<file path="src/rtl/fetch_seq_ins.sv">
`default_nettype none
// ============================================================================
// Module   : fetch_seq_ins
// Purpose  : Byte-serial Y86-64 instruction fetch for the SEQ processor.
//            Reads one byte per memory handshake, splits it into
//            icode/ifun/rA/rB/valC, computes valP and hands one decoded
//            instruction per valid/ready handshake to decode/execute.
// Revision : 1.0 - initial release
// ============================================================================
module fetch_seq_ins #(
  parameter logic [63:0] RESET_PC = 64'd0
) (
  input  logic        clk,
  input  logic        rst_n,
  input  logic        pc_wr,
  input  logic [63:0] pc_in,
  output logic        imem_req,
  output logic [63:0] imem_addr,
  input  logic        imem_ack,
  input  logic [7:0]  imem_data,
  input  logic        imem_err,
  output logic        out_valid,
  input  logic        out_ready,
  output logic [3:0]  icode,
  output logic [3:0]  ifun,
  output logic [3:0]  rA,
  output logic [3:0]  rB,
  output logic [63:0] valC,
  output logic [63:0] valP,
  output logic        instr_valid,
  output logic        mem_error
);

  localparam logic [2:0] c_IDLE = 3'd0;
  localparam logic [2:0] c_OPC  = 3'd1;
  localparam logic [2:0] c_REG  = 3'd2;
  localparam logic [2:0] c_CST  = 3'd3;
  localparam logic [2:0] c_HOLD = 3'd4;

  logic [2:0]  r_state;
  logic [2:0]  w_next_state;
  logic [63:0] r_pc;
  logic [3:0]  r_idx;        // byte offset of the current request from r_pc
  logic [2:0]  r_cst;        // constant byte counter, wraps 7 -> done
  logic        r_armed;      // low only until the first edge after reset release
  logic        r_need_valc;
  logic [3:0]  r_icode;
  logic [3:0]  r_ifun;
  logic [3:0]  r_ra;
  logic [3:0]  r_rb;
  logic [63:0] r_valc;
  logic [63:0] r_valp;
  logic        r_instr_valid;
  logic        r_mem_error;

  logic        w_take;
  logic        w_start;
  logic        w_op_need_reg;
  logic        w_op_need_valc;
  logic [63:0] w_op_valp;

  function automatic logic f_need_reg(input logic [3:0] ic);
    case (ic)
      4'h2, 4'h3, 4'h4, 4'h5, 4'h6, 4'hA, 4'hB: return 1'b1;
      default:                                  return 1'b0;
    endcase
  endfunction

  function automatic logic f_need_valc(input logic [3:0] ic);
    case (ic)
      4'h3, 4'h4, 4'h5, 4'h7, 4'h8: return 1'b1;
      default:                      return 1'b0;
    endcase
  endfunction

  // Opcode-byte decode straight from the returned data, used in the OPC cycle
  assign w_op_need_reg  = f_need_reg(imem_data[7:4]);
  assign w_op_need_valc = f_need_valc(imem_data[7:4]);
  assign w_op_valp      = r_pc + 64'd1 + {63'd0, w_op_need_reg}
                        + {60'd0, w_op_need_valc, 3'b000};

  assign w_take  = imem_req & imem_ack;
  assign w_start = pc_wr & ((r_state == c_IDLE) | ((r_state == c_HOLD) & out_ready));

  // State register
  always_ff @(posedge clk or negedge rst_n) begin
    if (!rst_n) r_state <= c_OPC;
    else        r_state <= w_next_state;
  end

  // Next-state logic: byte sequencing, error abort and output handshake
  always_comb begin
    w_next_state = r_state;
    case (r_state)
      c_IDLE: if (pc_wr) w_next_state = c_OPC;
      c_OPC: if (w_take) begin
        if (imem_err)            w_next_state = c_HOLD;
        else if (w_op_need_reg)  w_next_state = c_REG;
        else if (w_op_need_valc) w_next_state = c_CST;
        else                     w_next_state = c_HOLD;
      end
      c_REG: if (w_take) begin
        if (imem_err)         w_next_state = c_HOLD;
        else if (r_need_valc) w_next_state = c_CST;
        else                  w_next_state = c_HOLD;
      end
      c_CST: if (w_take) begin
        if (imem_err || (r_cst == 3'd7)) w_next_state = c_HOLD;
      end
      c_HOLD: if (out_ready) w_next_state = pc_wr ? c_OPC : c_IDLE;
      default: w_next_state = c_IDLE;
    endcase
  end

  // Output logic: memory request while fetching, valid while holding
  always_comb begin
    imem_req  = 1'b0;
    out_valid = 1'b0;
    imem_addr = r_pc + {60'd0, r_idx};
    case (r_state)
      c_OPC, c_REG, c_CST: imem_req  = r_armed;
      c_HOLD:              out_valid = 1'b1;
      default:             ;
    endcase
  end

  // Datapath: PC capture, byte counters and decoded field registers
  always_ff @(posedge clk or negedge rst_n) begin
    if (!rst_n) begin
      r_pc          <= RESET_PC;
      r_idx         <= 4'd0;
      r_cst         <= 3'd0;
      r_armed       <= 1'b0;
      r_need_valc   <= 1'b0;
      r_icode       <= 4'h0;
      r_ifun        <= 4'h0;
      r_ra          <= 4'hF;
      r_rb          <= 4'hF;
      r_valc        <= 64'd0;
      r_valp        <= 64'd0;
      r_instr_valid <= 1'b1;
      r_mem_error   <= 1'b0;
    end else begin
      r_armed <= 1'b1;
      if (w_start) begin
        r_pc          <= pc_in;
        r_idx         <= 4'd0;
        r_cst         <= 3'd0;
        r_need_valc   <= 1'b0;
        r_icode       <= 4'h0;
        r_ifun        <= 4'h0;
        r_ra          <= 4'hF;
        r_rb          <= 4'hF;
        r_valc        <= 64'd0;
        r_valp        <= 64'd0;
        r_instr_valid <= 1'b1;
        r_mem_error   <= 1'b0;
      end else if (w_take) begin
        r_idx <= r_idx + 4'd1;
        if (imem_err) begin
          r_mem_error <= 1'b1;
        end else begin
          case (r_state)
            c_OPC: begin
              r_icode       <= imem_data[7:4];
              r_ifun        <= imem_data[3:0];
              r_instr_valid <= (imem_data[7:4] <= 4'hB);
              r_need_valc   <= w_op_need_valc;
              r_valp        <= w_op_valp;
            end
            c_REG: begin
              r_ra <= imem_data[7:4];
              r_rb <= imem_data[3:0];
            end
            c_CST: begin
              r_valc[{r_cst, 3'b000} +: 8] <= imem_data;
              r_cst                        <= r_cst + 3'd1;
            end
            default: ;
          endcase
        end
      end
    end
  end

  assign icode       = r_icode;
  assign ifun        = r_ifun;
  assign rA          = r_ra;
  assign rB          = r_rb;
  assign valC        = r_valc;
  assign valP        = r_valp;
  assign instr_valid = r_instr_valid;
  assign mem_error   = r_mem_error;

endmodule
`default_nettype wire

</file>
<file path="config.mk">
export PLATFORM = sky130hd
export DESIGN_NAME = fetch_seq_ins
export DESIGN_NICKNAME = d
export VERILOG_FILES = /design/src/rtl/fetch_seq_ins.sv
export SDC_FILE = /design/constraint.sdc
export NUM_CORES = 1
export LEC_CHECK = 0
export ABC_AREA = 0
export CAP_MARGIN = 20
export CORE_MARGIN = 3
export CORE_UTILIZATION = 54
export CTS_CLUSTER_SIZE = 20
export DETAILED_ROUTE_END_ITERATION = 6
export PLACE_DENSITY = 0.87
export SLEW_MARGIN = 40
export SYNTH_ARGS = -nofsm -noshare
export SYNTH_HDL_FRONTEND = slang
export SYNTH_SLANG_ARGS = --single-unit
</file>
<file path="constraint.sdc">
create_clock -name clk -period 5.5 [get_ports clk]
set_input_delay 0.825 -clock clk [delete_from_list [all_inputs] [get_ports clk]]
set_output_delay 0.825 -clock clk [all_outputs]
set_load 0.01 [all_outputs]
</file>
==> results.py <==
metrics = {
    "status": {
        "status": "complete, no violations",
    },
    "power": {
        "combPwrFrac_pct": 37.4,
        "p_seq_share_pct": 39.4,
        "p_per_area_nw_per_um2": 466,
        "p_int_mw": 4.33,
        "power_frac_clock_pct": 23.2,
        "swShare_pct": 39.5,
        "vdd_ir_drop_max_mv": 0.359,
        "p_leak_nw": 6.52,
        "switchingPower_mw": 2.83,
        "power.total_mw": 7.17,
    },
    "cts": {
        "cts-root-buf": "clkbuf_16",
        "clk_latency_ps": 540,
        "cts_setup_buffers": 0,
        "cts_made_buffers": 24,
        "ctsHoldBuffers": 0,
        "htree_levels": 1,
        "cts_sinks": 222,
        "clockBufferDepth": 3,
        "cts_tree": "built",
        "clk_pin_slew_ps": 60,
        "ctsResizeCount": 0,
    },
    "timing": {
        "finalClockSkew_ps": 22.7,
        "setup_viol": 0,
        "period_minus_slack_ps": 4820,
        "setup_tns_ps": 0,
        "worstMarginPinSlew_ps": 815,
        "slew_viol_final": 0,
        "fmax_mhz": 207,
        "grt_setup_unrepaired": "no",
        "final.period_utilization_pct": 87.6,
        "finalHoldViolCount": 0,
        "slew_headroom_pct": 45.4,
        "hold_ws_ps": 180,
    },
    "cells_and_area": {
        "layout_common_cells": "nand2_1, clkdlybuf4s50_1, dfrtp_1, nor2_1, o21ai_0",
        "layout.nets": 1604,
        "final_common_cell": "nand2_1",
        "postLayoutCoreUtil_pct": 73.0,
        "area_growth_pct": 32.4,
        "drive_gt1_share_pct": 6.48,
        "stdcell_area_um2": 15400,
        "diodes": 0,
    },
    "worst_setup_path": {
        "crit_buf_inv": 3,
        "crit_path_start_kind": "flop",
        "worstSetupPathType": "reg2out",
        "crit_path_max_incr_delay_ps": 670,
        "arrival_ps": 3990,
        "reg2reg_slack_ps": 2760,
        "path_delay_family": "simple AND/OR/NAND/NOR gates",
        "crit_path_end_kind": "output pin",
        "cp_max_fo": 7,
        "required_ps": 4680,
        "crit_top_cell": "inv_1",
        "critical-path-slowest-cell": "nor4_1",
        "cp_cell_sequence": "ha_1, inv_1, fa_1, nand2b_1, o2bb2ai_1, nor2_1, inv_1, nor4_1, xor2_1, clkdlybuf4s50_1",
    },
    "place": {
        "post_dp_cell_area_um2": 14600,
        "hpwl_mm": 29.1,
        "place_congestion": 1.03,
        "io_buffers": 289,
    },
    "logic_synthesis": {
        "ys_warn_count": 0,
        "synthArstFlopShare_pct": 100,
        "yosysUniqueCellTypes": 62,
        "synth_top_area_share_pct": 45.6,
        "netlist_area_um2": 11600,
        "avgSynthCellArea_um2": 9.09,
        "synth_edf_count": 0,
        "synth_seq_cells": 222,
        "postSynthCellCount": 1279,
        "yosys-top-cells-area": "dfrtp_1, nand2_1, xnor2_1, a22o_1, xor2_1",
        "syn_nets": 1374,
        "seq_area_frac_synth_pct": 47.9,
        "synth_top_area_cell": "dfrtp_1",
        "ys.flop_type": "dfrtp_1",
    },
    "global_routing": {
        "grt_start_max_net_pins": 130,
        "antenna_found_initial": 0,
        "grtUsageTotal_pct": 33.8,
        "grt_pass1_wl_mm": 63.8,
        "grt_pass1_vias": 11100,
        "grt_overflow": 0,
    },
    "floorplan": {
        "ios": 290,
        "design.die.area_um2": 23300,
        "rows": 53,
        "initial_core_util_pct": 55.1,
        "die-height_um": 153,
        "die_w_um": 153,
        "core-area_um2": 21100,
    },
    "min_path": {
        "worstHoldPathType": "in2async",
    },
    "detailed_routing": {
        "drt-total-wl_mm": 40.4,
        "detail_route.wl_per_cell_um": 22.4,
        "vias_per_cell": 6.09,
        "route.detailed.drc": 0,
        "ant_nets": 0,
        "drt_iter0_markers": 1337,
        "firstDrtPassIters": 7,
        "via_count": 11000,
    },
    "job": {
        "drv_cap": 0,
    },
}
-- cell usage after synthesis, types with 12 or more instances --
cell      instances
nand2_1         319
dfrtp_1         212
nor2_1           86
o21ai_0          84
xnor2_1          74
a22o_1           56
clkbuf_1         56
xor2_1           53
nand3_1          45
nand4_1          42
nor3_1           32
buf_2            28
inv_1            19
ha_1             16
mux2i_1          16
nor4_1           12
-- final timing paths --
check | end | start | cells after the start
setup / recovery | imem_addr[38] | r_idx[0] | 10
hold reg to reg | valP[24] | valP[24] | 2
min in group clk | valP[24] | valP[24] | 2
max in group asynchronous | valC[36] | rst_n | 2
hold / removal | r_pc[30] | rst_n | 1
setup reg to reg | valC[39] | r_cst[0] | 7
-- per-stage QoR --
step / worst slack [ps] / cells
2_1_floorplan: 2300 / 1279
3_3_place_gp: 1390 / 1756
3_5_place_dp: 1210 / 1757
4_1_cts: 789 / 1801
5_1_grt: 499 / 1802
6_report: 681 / 1802
-- power groups by stage --
stage               registers, mW  logic [mW]  clock network [mW]
detailed placement           2.81        2.65                   0
global route                 2.87        2.89                1.74
global placement             2.80        2.58                   0
floorplan                    2.39        1.64                   0
finish                       2.83        2.68                1.66
CTS                          2.79        2.68                1.67
-- metal layers --
layer	vias up	GRT usage [%]	routed length, um
met5	-	0	0
met4	0	12.0	1790
met3	135	7.07	3910
met2	703	55.1	18900
met1	5357	45.3	15700
li1	4783	-	-
-- cells by family after synthesis --
family	synth area share [%]
other	0.0323
AOI/OAI and AO/OA	9.51
buffers and inverters	4.30
and+or+nand+nor	25.3
adders and majority gates	1.89
muxes	1.47
xor gates and xnor gates	9.57
DFF	47.9
-- registers in the layout, indices dropped and copies added, names as in the netlist --
signal / count
rA: 4
mem_error: 1
r_need_valc: 1
rB: 4
ifun: 4
instr_valid: 1
icode: 4
r_pc: 64
r_armed: 1
r_cst: 3
valC: 64
valP: 64
r_idx: 4
r_state: 3
-- worst reg2reg max path, cell delays in order (launching register included) --
cell	delay [ps]
dfrtp_1	520
inv_1	150
ha_1	230
ha_1	490
nand2_2	80
or4_1	700
mux2i_1	340
nor2_1	80
-- final cells by class --
| type | instances | area (um2) |
|---|---|---|
| Clock inverter | 13 | 155 |
| Clock buffer | 31 | 647 |
| Multi-Input combinational cell | 943 | 5590 |
| Tap cell | 275 | 344 |
| Sequential cell | 222 | 5570 |
| Inverter | 19 | 71.3 |
| Timing Repair Buffer | 299 | 3010 |
| Fill cell | 1530 | 5700 |
Note: power is estimated with default switching activity, not from simulation.
